## config.mk

```make
export PLATFORM = sky130hd
export DESIGN_NAME = if_stage_regs_flat
export DESIGN_NICKNAME = d
export VERILOG_FILES = /design/src/rtl/mips_pkg.sv /design/src/rtl/if_stage_regs_if.sv /design/src/rtl/if_stage_regs_sat_counter.sv /design/src/rtl/if_stage_regs.sv /design/src/flat_wrapper.sv
export SDC_FILE = /design/constraint.sdc
export NUM_CORES = 1
export LEC_CHECK = 0
export BUFFER_PORTS_ARGS = -buffer_cell sky130_fd_sc_hd__buf_4
export CAP_MARGIN = 20
export CORE_MARGIN = 4
export CORE_UTILIZATION = 51
export CTS_CLUSTER_DIAMETER = 50
export DETAILED_ROUTE_END_ITERATION = 12
export PLACE_DENSITY = 0.88
export SETUP_SLACK_MARGIN = 0.3
export SLEW_MARGIN = 20
export SYNTH_ARGS = -nofsm -noshare
export SYNTH_HDL_FRONTEND = slang
export SYNTH_SLANG_ARGS = --single-unit
export TNS_END_PERCENT = 10
```

## constraint.sdc

```tcl
create_clock -name clk_i -period 2.8 [get_ports clk_i]
set_input_delay 0.56 -clock clk_i [delete_from_list [all_inputs] [get_ports clk_i]]
set_output_delay 0.56 -clock clk_i [all_outputs]
set_load 0.05 [all_outputs]
```

## src/rtl/mips_pkg.sv

```systemverilog
// Shared constants for the MIPS fetch stage: word size, reset PC and the NOP encoding.
package mips_pkg;

  // sll $0,$0,0 -- the canonical MIPS no-op
  localparam logic [31:0] NOP_WORD = 32'h0000_0000;

  // Bytes per instruction word; PC advances by this amount
  localparam logic [31:0] WORD_BYTES = 32'd4;

  // Default PC value after reset
  localparam logic [31:0] RESET_PC_DEFAULT = 32'h0000_0000;

  // Sequential successor of a PC, wrapping modulo 2^32
  function automatic logic [31:0] next_seq_pc(input logic [31:0] pc);
    return pc + WORD_BYTES;
  endfunction

  // Force a branch target onto a word boundary
  function automatic logic [31:0] word_align(input logic [31:0] addr);
    return addr & ~(WORD_BYTES - 32'd1);
  endfunction

endpackage

```

## src/rtl/if_stage_regs_if.sv

```systemverilog
// Bundle of hazard-unit controls, instruction memory and IF/ID outputs of the fetch stage.
interface if_stage_regs_if #(
  parameter int CNT_W = 16
);
  logic             pc_write_i;
  logic             if_id_write_i;
  logic             flush_i;
  logic [31:0]      branch_target_i;
  logic [31:0]      instr_i;
  logic [31:0]      pc_o;
  logic [31:0]      if_id_pc4_o;
  logic [31:0]      if_id_instr_o;
  logic             if_id_valid_o;
  logic [CNT_W-1:0] stall_cnt_o;
  logic [CNT_W-1:0] flush_cnt_o;

  // Hazard unit / memory side: drives controls and instruction data, observes the stage
  modport master (
    output pc_write_i, if_id_write_i, flush_i, branch_target_i, instr_i,
    input  pc_o, if_id_pc4_o, if_id_instr_o, if_id_valid_o, stall_cnt_o, flush_cnt_o
  );

  // Fetch stage side
  modport slave (
    input  pc_write_i, if_id_write_i, flush_i, branch_target_i, instr_i,
    output pc_o, if_id_pc4_o, if_id_instr_o, if_id_valid_o, stall_cnt_o, flush_cnt_o
  );
endinterface

```

## src/rtl/if_stage_regs_sat_counter.sv

```systemverilog
// Saturating event counter: counts edges with inc_i high, sticks at all-ones, cleared only by reset.
module sat_counter #(
  parameter int W = 16
) (
  input  logic         clk_i,
  input  logic         rst_i,
  input  logic         inc_i,
  output logic [W-1:0] cnt_o
);
  logic [W-1:0] cnt_reg;

  // Count qualifying edges, holding once the maximum value is reached
  always_ff @(posedge clk_i) begin
    if (!rst_i) begin
      cnt_reg <= '0;
    end else if (inc_i && (cnt_reg != {W{1'b1}})) begin
      cnt_reg <= cnt_reg + W'(1);
    end
  end

  assign cnt_o = cnt_reg;
endmodule

```

## src/rtl/if_stage_regs.sv

```systemverilog
// MIPS fetch stage: program counter, IF/ID pipeline register and stall/flush event counters.
module if_stage_regs
  import mips_pkg::*;
#(
  parameter logic [31:0] RESET_PC  = RESET_PC_DEFAULT,
  parameter int          CNT_W     = 16,
  parameter logic [31:0] NOP_INSTR = NOP_WORD
) (
  input logic            clk_i,
  input logic            rst_i,
  if_stage_regs_if.slave bus
);
  logic [31:0] pc_reg;
  logic [31:0] if_id_pc4_reg;
  logic [31:0] if_id_instr_reg;
  logic        if_id_valid_reg;
  logic [31:0] pc_plus4;
  logic        stall_event;
  logic        flush_event;

  assign pc_plus4    = next_seq_pc(pc_reg);
  assign flush_event = bus.flush_i;
  // A stall is only counted when no flush overrides it
  assign stall_event = !bus.flush_i && !bus.pc_write_i;

  // PC update: flush redirect beats the stall hold, otherwise sequential advance
  always_ff @(posedge clk_i) begin
    if (!rst_i) begin
      pc_reg <= RESET_PC;
    end else if (bus.flush_i) begin
      pc_reg <= word_align(bus.branch_target_i);
    end else if (bus.pc_write_i) begin
      pc_reg <= pc_plus4;
    end
  end

  // IF/ID capture: flush inserts a bubble even when capture is disabled
  always_ff @(posedge clk_i) begin
    if (!rst_i) begin
      if_id_pc4_reg   <= '0;
      if_id_instr_reg <= NOP_INSTR;
      if_id_valid_reg <= 1'b0;
    end else if (bus.flush_i) begin
      if_id_pc4_reg   <= '0;
      if_id_instr_reg <= NOP_INSTR;
      if_id_valid_reg <= 1'b0;
    end else if (bus.if_id_write_i) begin
      if_id_pc4_reg   <= pc_plus4;
      if_id_instr_reg <= bus.instr_i;
      if_id_valid_reg <= 1'b1;
    end
  end

  sat_counter #(.W(CNT_W)) u_stall_cnt (
    .clk_i (clk_i),
    .rst_i (rst_i),
    .inc_i (stall_event),
    .cnt_o (bus.stall_cnt_o)
  );

  sat_counter #(.W(CNT_W)) u_flush_cnt (
    .clk_i (clk_i),
    .rst_i (rst_i),
    .inc_i (flush_event),
    .cnt_o (bus.flush_cnt_o)
  );

  assign bus.pc_o          = pc_reg;
  assign bus.if_id_pc4_o   = if_id_pc4_reg;
  assign bus.if_id_instr_o = if_id_instr_reg;
  assign bus.if_id_valid_o = if_id_valid_reg;
endmodule

```

## src/flat_wrapper.sv

```systemverilog
// flat-port wrapper written by rule: the top's interface ports become plain ports
module if_stage_regs_flat import mips_pkg::*;
#(
  parameter logic [31:0] RESET_PC  = RESET_PC_DEFAULT,
  parameter int          CNT_W     = 16,
  parameter logic [31:0] NOP_INSTR = NOP_WORD
)
  (clk_i, rst_i, bus_pc_write_i, bus_if_id_write_i, bus_flush_i, bus_branch_target_i, bus_instr_i, bus_pc_o, bus_if_id_pc4_o, bus_if_id_instr_o, bus_if_id_valid_o, bus_stall_cnt_o, bus_flush_cnt_o);
  if_stage_regs_if #(.CNT_W(CNT_W)) bus_i ();
  input logic clk_i;
  input logic rst_i;
  input wire logic [$bits(bus_i.pc_write_i)-1:0] bus_pc_write_i;
  input wire logic [$bits(bus_i.if_id_write_i)-1:0] bus_if_id_write_i;
  input wire logic [$bits(bus_i.flush_i)-1:0] bus_flush_i;
  input wire logic [$bits(bus_i.branch_target_i)-1:0] bus_branch_target_i;
  input wire logic [$bits(bus_i.instr_i)-1:0] bus_instr_i;
  output wire logic [$bits(bus_i.pc_o)-1:0] bus_pc_o;
  output wire logic [$bits(bus_i.if_id_pc4_o)-1:0] bus_if_id_pc4_o;
  output wire logic [$bits(bus_i.if_id_instr_o)-1:0] bus_if_id_instr_o;
  output wire logic [$bits(bus_i.if_id_valid_o)-1:0] bus_if_id_valid_o;
  output wire logic [$bits(bus_i.stall_cnt_o)-1:0] bus_stall_cnt_o;
  output wire logic [$bits(bus_i.flush_cnt_o)-1:0] bus_flush_cnt_o;
  assign bus_i.pc_write_i = bus_pc_write_i;
  assign bus_i.if_id_write_i = bus_if_id_write_i;
  assign bus_i.flush_i = bus_flush_i;
  assign bus_i.branch_target_i = bus_branch_target_i;
  assign bus_i.instr_i = bus_instr_i;
  assign bus_pc_o = bus_i.pc_o;
  assign bus_if_id_pc4_o = bus_i.if_id_pc4_o;
  assign bus_if_id_instr_o = bus_i.if_id_instr_o;
  assign bus_if_id_valid_o = bus_i.if_id_valid_o;
  assign bus_stall_cnt_o = bus_i.stall_cnt_o;
  assign bus_flush_cnt_o = bus_i.flush_cnt_o;
  if_stage_regs #(.RESET_PC(RESET_PC), .CNT_W(CNT_W), .NOP_INSTR(NOP_INSTR)) u_core (.clk_i(clk_i), .rst_i(rst_i), .bus(bus_i));
endmodule
```

# Yosys cells after proc, flatten, opt, wreduce, memory -nomap -nowiden
# Cells that the tools add are included.
totals:
  register_bits: 129
  input_bits: 69
  elab_cells: 22
classes:
  n_addsub: 3
  eq_ne: 2
  muxes: 2
  bitwise_logic: 1
  n_reduce_logical: 7
ops:
  columns: ["cell", "n"]
  rows:
  - ["2-to-1 mux 32 bit", 2]
  - ["adder 16 x 1 -> 16 bit, second input constant", 2]
  - ["adder 32 x 3 -> 32 bit, second input constant", 1]
  - ["!= test 16 bit, second input constant", 2]
  - ["logical AND 1 bit", 3]
  - ["zero test 1 bit", 2]
  - ["nonzero test 2 bit", 1]
  - ["OR reduction 2 bit", 1]
  - ["inverter 1 bit", 1]

# Longest topological paths before layout
# Gate-level depths: netlist of the first run.
depth:
  word_depth: 3
  mapped_depth: 8

# Modules after synthesis
# Synthesis of the first run repeated with hierarchy kept, for this count alone.
unflattened:
  cells_unflattened: 700
  area_unflattened_um2: 6065.8
by_module_without_submodules:
  columns: ["module", "instances", "cells_per_inst", "area_per_inst_um2", "seq_area_each_um2"]
  rows:
  - ["if_stage_regs", 1, 506, 4391.7, 1861.8]
  - ["sat_counter", 2, 97, 837.1, 320.3]

# Least setup slack after synthesis of the first run
# Ideal clock, no wire load.
synth_path:
  path_kind: "reg2reg"
  start: "register u_core.pc_reg[9] (netlist: u_core.bus.pc_o[9])"
  end: "register u_core.if_id_pc4_reg[23] (netlist: u_core.bus.if_id_pc4_o[23])"
  arrival_ns: 2.271
  path_slack_ns: 0.393
  stages_incl_launch_ff: 9
  synth_period_minus_slack_ns: 2.407
  cell_sequence: "dfxtp_1 buf_2 nand4_4 or4_4 buf_6 buf_6 clkbuf_1 o31ai_1 a31oi_1"
synth_via:
  elab_chain_cells: 1
synth_rtl:
  columns: ["item", "line", "rtl"]
  rows:
  - ["start, declared", "if_stage_regs.sv:13", "logic [31:0] pc_reg;"]
  - ["start signal, assigned", "if_stage_regs.sv:31", "pc_reg <= word_align(bus.branch_target_i);"]
  - ["start signal, assigned", "if_stage_regs.sv:33", "pc_reg <= pc_plus4;"]
  - ["adder 32 x 3 -> 32 bit", "mips_pkg.sv:15", "return pc + WORD_BYTES;"]
  - ["end signal, assigned", "if_stage_regs.sv:48", "if_id_pc4_reg <= pc_plus4;"]
  - ["end, declared", "if_stage_regs.sv:14", "logic [31:0] if_id_pc4_reg;"]
# No other way between the ends.
# A chain may end at the register's enable or synchronous reset.

# Worst setup path after layout of the first run
layout_path:
  start: "register u_core.pc_reg[9] (netlist: u_core.bus.pc_o[9])"
  end: "register u_core.pc_reg[19] (netlist: u_core.bus.pc_o[19])"
layout_via:
  elab_chain_cells: 3
layout_rtl:
  columns: ["item", "line", "rtl"]
  rows:
  - ["adder 32 x 3 -> 32 bit", "mips_pkg.sv:15", null]
  - ["2-to-1 mux 32 bit", "if_stage_regs.sv:32", "end else if (bus.pc_write_i) begin"]
  - ["2-to-1 mux 32 bit", "if_stage_regs.sv:30", "end else if (bus.flush_i) begin"]
# No other way between the ends. The select of a mux whose other input is x is not followed.

==> flow_metrics.py, run 1 <==
metrics = {
    "power": {
        "ir_drop_mv": 0.392,
        "combPwrFrac_pct": 14.6,
        "pwr-share-seq_pct": 41.4,
        "p_per_area_nw_per_um2": 571,
        "swShare_pct": 28.4,
        "p_leak_nw": 3.24,
        "p_int_mw": 3.35,
        "clkPwrFrac_pct": 44.1,
        "switchingPower_mw": 1.33,
    },
    "detailed_routing": {
        "drc": 0,
        "routed-wl-met3_um": 1500,
        "drt_pass1_iterations": 6,
        "viasPerCell": 5.95,
        "top_layer_used": "met4",
        "totalWireLength_um": 18100,
        "drt_iter0_drc": 500,
        "drtAntennaViolNets": 0,
        "wl_per_cell_um": 17.2,
        "route.met2.wl_um": 8730,
        "wl_met1_um": 7230,
        "vias": 6256,
    },
    "place": {
        "port_buffers": 191,
        "dp_hpwl_um": 12900,
        "gp_congestion": 0.894,
        "dp.cells": 1020,
        "place_ws_ps": 637,
    },
    "worst_setup_path": {
        "required_ps": 3140,
        "startpoint_type": "flop",
        "crit_fanout": 28,
        "crit_arrival_ps": 2550,
        "crit_type": "flop to flop",
        "r2r_cells": 4,
        "end_kind": "flop",
        "crit_chain": "nand4_4 -> or4_4 -> or4_1 -> a31oi_1",
        "slowest_stage": "or4_4",
        "cp_slowest_stage_delay_ps": 710,
    },
    "yosys": {
        "seq_area_frac_synth_pct": 40.7,
        "synth_commonest_cells": "dfxtp_1 (125), nor2_1 (59), o21ai_0 (55)",
        "syn_inst": 727,
        "synth_area_sq_um": 6150,
        "synth-xor-area-share_pct": 3.56,
        "synth_most_common_cell": "dfxtp_1",
        "synth.area.mux_share_pct": 7.85,
        "yosys.area_share.simple_pct": 23.9,
        "syn_avg_cell_area_sq_um": 8.46,
        "synth_cell_types": 54,
        "ys_seq_elements": 125,
        "synthFlopType": "dfxtp_1",
        "ys.warnings.count": 0,
        "synth_top_family_by_area": "simple AND/OR/NAND/NOR gates",
        "synth_compound_area_share_pct": 18.1,
        "async_flop_share_pct": 0,
        "synth.top_cell.area_share_pct": 40.7,
        "synth_area_leaders": "dfxtp_1 (41%), mux2i_1 (7.5%), o21ai_0 (4.5%)",
        "synth_fa_ha_area_share_pct": 0.610,
        "synth_edf_count": 0,
        "synth_top_cell_by_area": "dfxtp_1",
    },
    "global_route": {
        "grt-ovfl-total": 0,
        "grtUsageTotal_pct": 25.7,
        "grt_pass1_vias": 5816,
        "grt_pass1_wl_um": 29300,
        "grt_start_max_net_pins": 53,
        "antenna_found_initial": 0,
    },
    "clocking": {
        "path_clk_slew_ps": 60,
        "htree_levels": 4,
        "cts_made_buffers": 17,
        "cts.sinks": 125,
        "cts_hold_repair.buffers": 0,
        "clk_latency_ps": 420,
        "root_buffer": "clkbuf_16",
        "cts_resized": 0,
        "cts_tree": "done",
        "clk_path_buf_depth": 2,
        "post_cts_buffers": 0,
    },
    "job": {
        "cap_violations": 0,
    },
    "final_layout": {
        "drive_above_1_share_pct": 27.3,
        "area_delta_synth_final_pct": 33.2,
        "final_nets": 968,
        "layout.cells.non_filler": 1052,
        "n_antenna_cell": 0,
    },
    "timing": {
        "rsz0062_at_grt": "no",
        "skew_ps": 11.1,
        "max_freq_ghz": 0.452,
        "final_hold_viol_count": 0,
        "slew_headroom_pct": 59.5,
        "fin_crit_ps": 2210,
        "tightest_slew_ps": 607,
        "setup_viol": 0,
        "setup_tns_ps": 0,
        "slew_violations": 0,
        "finalCritPeriodShare_pct": 79.0,
        "layout_setup_ws_ps": 589,
    },
    "status": {
        "status": "complete, no violations",
    },
    "hold_path": {
        "hold_path_class": "input port to flop",
        "hold_depth": 3,
    },
    "floorplan": {
        "rows": 39,
        "initial_core_util_pct": 53.0,
        "num_io_pins": 198,
        "core_sq_um": 11600,
        "die_w_um": 118,
        "fp.dieH_um": 118,
        "die_area_sq_um": 13900,
    },
}
placed cells by master, fill, tap and decap left out, types with 7 or more instances in the layout:
master	instances
or4_1	27
a211oi_1	16
nand2b_1	7
xnor2_1	10
nand4_1	27
a31oi_1	25
nor3_1	15
or3_1	16
nand3_1	31
inv_1	12
buf_4	208
nor2_1	59
and4_1	9
nand2_1	41
o31ai_1	22
a21oi_1	40
mux2i_1	46
xor2_1	15
clkbuf_16	17
nor4_1	10
o21ai_0	55
dfxtp_1	125
state kept, by name, indices dropped and copies added (netlist names):
register and flops:
u_core.bus.if_id_instr_o 32, u_core.bus.if_id_pc4_o 30, u_core.bus.if_id_valid_o 1, u_core.bus.pc_o 30
u_core.u_flush_cnt.cnt_o 16, u_core.u_stall_cnt.cnt_o 16
final timing paths:
check | slack, ps | end | from
max | 590 | u_core.bus.pc_o[19] | u_core.bus.pc_o[9]
min | 370 | u_core.bus.pc_o[6] | bus_branch_target_i[6]
max reg2reg | 590 | u_core.bus.pc_o[19] | u_core.bus.pc_o[9]
min reg2reg | 480 | u_core.bus.if_id_valid_o | u_core.bus.if_id_valid_o
cells by family (layout without fill, tap and decap cells):
family                   after synthesis  in the layout
flip-flops                           125            125
AO/OA/AOI/OAI                        181            181
adder cells (fa/ha/maj)                3              3
AND/OR/NAND/NOR                      270            270
buffers and inverters                 74            253
other                                  1              4
XOR/XNOR                              25             25
multiplexers                          48             48
worst max-delay path: cells and delay by family (launching register included):
kind | cells | cell delay (ps)
AOI/OAI and AO/OA | 1 | 190
DFF | 1 | 580
and+or+nand+nor | 3 | 1360
layout make-up:
| cell class | instances | area (sq um) |
|---|---|---|
| clock inverter | 10 | 91.3 |
| inverter | 13 | 48.8 |
| fill | 949 | 3420 |
| timing repair buffer | 208 | 1560 |
| tap | 143 | 179 |
| multi-input combinational | 531 | 3340 |
| sequential | 125 | 2500 |
| clock buffer | 22 | 464 |
routing by layer:
metal / track usage, % / vias up
met1: 30.7 / 2892
met4: 13.6 / 0
met5: 0 / -
met3: 7.74 / 46
met2: 41.6 / 275
li1: - / 3043
stage by stage:
step / hold WS, ps / cell area [sq um] / total power, mW / util [%]
after floorplan: 686 / 6160 / 2.40 / -
after global placement: 445 / 7630 / 2.64 / 65.7
after detailed placement: 468 / 7630 / 2.65 / 65.7
after CTS: 365 / 8190 / 4.70 / 70.5
after global routing: 370 / 8190 / 4.83 / 70.5
final: 372 / 8190 / 4.68 / 70.5
power groups by stage:
stage | clock network, mW | registers [mW] | logic (mW)
floorplan | 0 | 2.16 | 0.241
global placement | 0 | 1.97 | 0.671
global route | 2.16 | 1.94 | 0.722
CTS | 2.08 | 1.93 | 0.681
finish | 2.06 | 1.93 | 0.681
detailed placement | 0 | 1.97 | 0.680
Power figures use the tool's default switching activity.
==> inputs of run 2 (changes only) <==
Clock period 2.8 ns to 2.1 ns, I/O delays scaled along.
==> flow_metrics.py, run 2 (synthesis results as in run 1) <==
metrics = {
    "status": {
        "status": "complete, no violations",
    },
    "global_route": {
        "grt_start_max_net_pins": 55,
        "grt_pass1_wl_um": 31100,
        "grt-ovfl-total": 0,
        "grt_pass1_vias": 6128,
        "grtUsageTotal_pct": 27.3,
        "antenna_found_initial": 0,
    },
    "floorplan": {
        "die_w_um": 118,
        "rows": 39,
        "core_sq_um": 11600,
        "initial_core_util_pct": 53.0,
        "die_area_sq_um": 13900,
        "fp.dieH_um": 118,
        "num_io_pins": 198,
    },
    "worst_setup_path": {
        "cp_slowest_stage_delay_ps": 570,
        "startpoint_type": "flop",
        "crit_chain": "nand3_1 -> or4_4 -> or4_1 -> o211ai_1",
        "required_ps": 2430,
        "end_kind": "flop",
        "crit_arrival_ps": 2220,
        "crit_fanout": 9,
        "crit_type": "flop to flop",
        "r2r_slack_ps": 210,
        "slowest_stage": "or4_4",
    },
    "timing": {
        "slew_headroom_pct": 64.8,
        "fin_crit_ps": 1890,
        "skew_ps": 7.95,
        "final_hold_viol_count": 0,
        "tightest_slew_ps": 524,
        "worst_hold_slack_ps": 237,
        "max_freq_ghz": 0.528,
        "slew_violations": 0,
        "setup_tns_ps": 0,
        "setup_viol": 0,
        "finalCritPeriodShare_pct": 90.2,
        "layout_setup_ws_ps": 206,
        "rsz0062_at_grt": "yes",
    },
    "final_layout": {
        "drive_above_1_share_pct": 33.8,
        "fin_util_pct": 74.3,
        "design_area_sq_um": 8630,
        "largest_reg_flops": 32,
        "area_delta_synth_final_pct": 40.3,
        "layout.cells.non_filler": 1081,
        "n_fill_cell": 838,
        "layout_common_cells": "buf_4 (234), dfxtp_1 (99), nor2_1 (59)",
        "final_common_cell": "buf_4",
        "final_nets": 998,
        "n_antenna_cell": 0,
    },
    "job": {
        "cap_violations": 0,
    },
    "detailed_routing": {
        "wl_per_cell_um": 18.5,
        "drtAntennaViolNets": 0,
        "totalWireLength_um": 20000,
        "drt_iter0_drc": 715,
        "drc": 0,
        "drt_pass1_iterations": 6,
        "viasPerCell": 6.10,
        "vias": 6592,
    },
    "place": {
        "dp_hpwl_um": 13400,
        "dpl_cell_area_sq_um": 7840,
        "dp.cells": 1032,
        "port_buffers": 191,
        "gp_congestion": 0.955,
        "place_ws_ps": 85.8,
    },
    "power": {
        "p_leak_nw": 3.48,
        "power.total_mw": 6.49,
        "p_per_area_nw_per_um2": 752,
        "ir_drop_mv": 0.784,
    },
    "clocking": {
        "clk_latency_ps": 420,
        "cts_tree": "done",
        "htree_levels": 4,
        "path_clk_slew_ps": 60,
        "cts_hold_repair.buffers": 0,
        "root_buffer": "clkbuf_16",
        "cts.sinks": 125,
        "clk_path_buf_depth": 2,
        "cts_made_buffers": 17,
    },
    "hold_path": {
        "hold_path_class": "input port to flop",
    },
}
==> run 2: cell type report <==
class	instances	area, sq um	share of cell area, %
repair buffers	236	1800	20.8
inverters	13	48.8	0.566
flip-flops and latches	125	2560	29.7
clock buffers	26	551	6.38
well taps	143	179	2.07
clock inverters	5	50.0	0.580
multi-input cells	533	3440	39.9
==> run 2: what timing repair did <==
action / 4_1_cts / 5_1_grt
endpoints found under the setup margin: 21 / 45
setup buffers: 7 / 9
cloned: 1 / 1
resized for setup: 7 / 7
pin swaps: 4 / 9
==> run 2: worst max-delay path, delay by kind of cell, from the launching register on <==
kind / cells / cell delay [ps]
and+or+nand+nor: 3 / 1280
AOI/OAI and AO/OA: 1 / 130
DFF: 1 / 390
==> run 2: report_power, final <==
group          switching [mW]  internal (mW)  total, mW
clock network            1.03           1.90       2.93
registers               0.110           2.46       2.57
logic                   0.627          0.353      0.980
total                    1.77           4.72       6.49
==> run 2: worst paths after layout <==
check	from	endpoint	cells past startpoint
setup / recovery	u_core.bus.pc_o[15]	u_core.bus.pc_o[30]	4
hold / removal	bus_instr_i[26]	u_core.bus.if_id_instr_o[26]	3
setup reg to reg	u_core.bus.pc_o[15]	u_core.bus.pc_o[30]	4
hold reg to reg	u_core.bus.if_id_valid_o	u_core.bus.if_id_valid_o	2
==> run 2: metal layers <==
layer	up-vias	global-route usage, %	share of wire [%]
li1	3111	-	-
met1	3028	31.6	37
met2	368	45.3	49
met3	85	8.07	9.4
met4	0	14.9	4.7
met5	-	0	0
==> inputs of run 3 (changes only) <==
Settings changed: CELL_PAD_IN_SITES_DETAIL_PLACEMENT from default to 1, CELL_PAD_IN_SITES_GLOBAL_PLACEMENT from default to 2, CORE_UTILIZATION 51 to 29, TNS_END_PERCENT 10 to 100.
Clock period 2.1 ns to 1.9 ns, I/O delays scaled along.
==> flow_metrics.py, run 3 (synthesis results as in run 1) <==
metrics = {
    "status": {
        "status": "complete, no violations",
    },
    "worst_setup_path": {
        "crit_type": "flop to flop",
        "crit_fanout": 5,
        "end_kind": "flop",
        "regToRegStartpoint": "u_core.bus.pc_o[8]",
        "r2r-end": "u_core.bus.pc_o[30]",
        "r2r_cells": 5,
        "crit_arrival_ps": 2180,
        "r2r_slack_ps": 60,
        "startpoint_type": "flop",
        "required_ps": 2230,
    },
    "clocking": {
        "clk_path_buf_depth": 2,
        "clk_latency_ps": 420,
        "cts_tree": "done",
        "htree_levels": 4,
        "cts.sinks": 125,
        "cts_made_buffers": 17,
        "root_buffer": "clkbuf_16",
        "path_clk_slew_ps": 60,
    },
    "floorplan": {
        "die_w_um": 154,
        "initial_core_util_pct": 29.3,
        "core_sq_um": 21000,
        "rows": 53,
        "die_area_sq_um": 23600,
        "fp.dieH_um": 154,
        "num_io_pins": 198,
    },
    "timing": {
        "slew_violations": 0,
        "skew_ps": 11.1,
        "setup_viol": 0,
        "rsz0062_at_grt": "yes",
        "final_hold_viol_count": 0,
        "fin_crit_ps": 1840,
        "max_freq_ghz": 0.543,
        "finalCritPeriodShare_pct": 96.9,
    },
    "power": {
        "ir_drop_mv": 0.657,
        "p_leak_nw": 4.02,
        "p_per_area_nw_per_um2": 756,
        "power.total_mw": 7.56,
    },
    "final_layout": {
        "final_common_cell": "buf_4",
        "drive_above_1_share_pct": 47.9,
        "area_delta_synth_final_pct": 62.6,
        "largest_reg_flops": 32,
        "final_nets": 1068,
        "n_fill_cell": 2426,
        "fin_util_pct": 47.7,
        "layout_common_cells": "buf_4 (277), dfxtp_1 (65), nor2_1 (58)",
        "n_antenna_cell": 0,
    },
    "job": {
        "cap_violations": 0,
    },
    "global_route": {
        "grtUsageTotal_pct": 19.7,
        "grt_start_max_net_pins": 44,
        "grt-ovfl-total": 0,
        "grt_pass1_vias": 6670,
        "antenna_found_initial": 0,
        "grt_pass1_wl_um": 37500,
    },
    "hold_path": {
        "hold_depth": 3,
        "hold_end": "u_core.bus.if_id_instr_o[3]",
        "hold_path_class": "input port to flop",
        "hold_path_startpoint": "bus_instr_i[3]",
    },
    "detailed_routing": {
        "totalWireLength_um": 25000,
        "drc": 0,
        "viasPerCell": 5.35,
        "drt_iter0_drc": 355,
        "vias": 6864,
        "drtAntennaViolNets": 0,
        "drt_pass1_iterations": 7,
        "wl_per_cell_um": 19.5,
    },
    "place": {
        "gp_congestion": 0.805,
        "port_buffers": 191,
        "dp_hpwl_um": 16700,
    },
}
## run 3: cell count changes in the layout (fill, tap and decap cells not counted), moves of 8 or more
cell,delta
buf_6,+21
buf_4,+43
dfxtp_4,+26
nand3_1,-12
dfxtp_1,-34
dfxtp_2,+8
## run 3: worst max-delay path, stage by stage, from the launching register on
cell and delay, ps:
dfxtp_4 380, buf_4 150, nand4_1 100, or4_4 580, or4_1 420, o211ai_1 120
## run 3: area by class of cell
class	count	area, sq um	share of cell area, %
flip-flops and latches	125	2670	26.7
inverters	13	48.8	0.488
clock buffers	19	454	4.54
multi-input cells	533	3840	38.4
clock inverters	13	175	1.75
well taps	275	344	3.44
repair buffers	306	2470	24.7
## run 3: per-layer routing
metal | up-vias | part of all wire [%] | track usage, %
met2 | 211 | 51 | 33.4
met3 | 40 | 5.4 | 4.36
met5 | - | 0 | 0
li1 | 3251 | - | -
met4 | 0 | 3.2 | 7.28
met1 | 3362 | 41 | 24.5
## run 3: through the flow
stage	cell area (sq um)	instances	hold slack [ps]	TNS, ps	setup slack [ps]
after floorplan	6570	730	514	-1630	-153
after global placement	8430	1187	448	0	63.4
after detailed placement	8430	1187	449	0	0.477
after CTS	9510	1256	172	0	144
after global routing	10000	1284	189	-3.50	-3.50
final	10000	1284	188	0	58.7
## run 3: where the power goes
group / total, mW / switching [mW] / internal [mW]
Combinational: 1.25 / 0.768 / 0.479
Clock: 3.51 / 1.34 / 2.17
Sequential: 2.81 / 0.112 / 2.69
## run 3: worst max path at each step
stage / start / endpoint / slack (ps) / depth (start not counted)
2_1_floorplan: u_core.bus.pc_o[10] / u_core.bus.pc_o[23] / -150 / 7
5_1_grt: u_core.bus.pc_o[8] / u_core.bus.pc_o[30] / -3 / 6
6_report: u_core.bus.pc_o[8] / u_core.bus.pc_o[30] / 60 / 5
3_5_place_dp: u_core.bus.pc_o[12] / u_core.bus.pc_o[20] / 0.5 / 4
3_3_place_gp: u_core.bus.pc_o[12] / u_core.bus.if_id_pc4_o[22] / 60 / 4
4_1_cts: u_core.bus.pc_o[9] / u_core.bus.pc_o[20] / 140 / 4
## run 3: what timing repair did
| action | in CTS | in global routing |
|---|---|---|
| pin swaps | 33 | 24 |
| hold endpoints to repair | 0 | 0 |
| endpoints found under the setup margin | 49 | 65 |
| setup buffers | 35 | 28 |
| hold buffers | 0 | 0 |
| resized for setup | 43 | 60 |
| gates cloned | 2 | 0 |
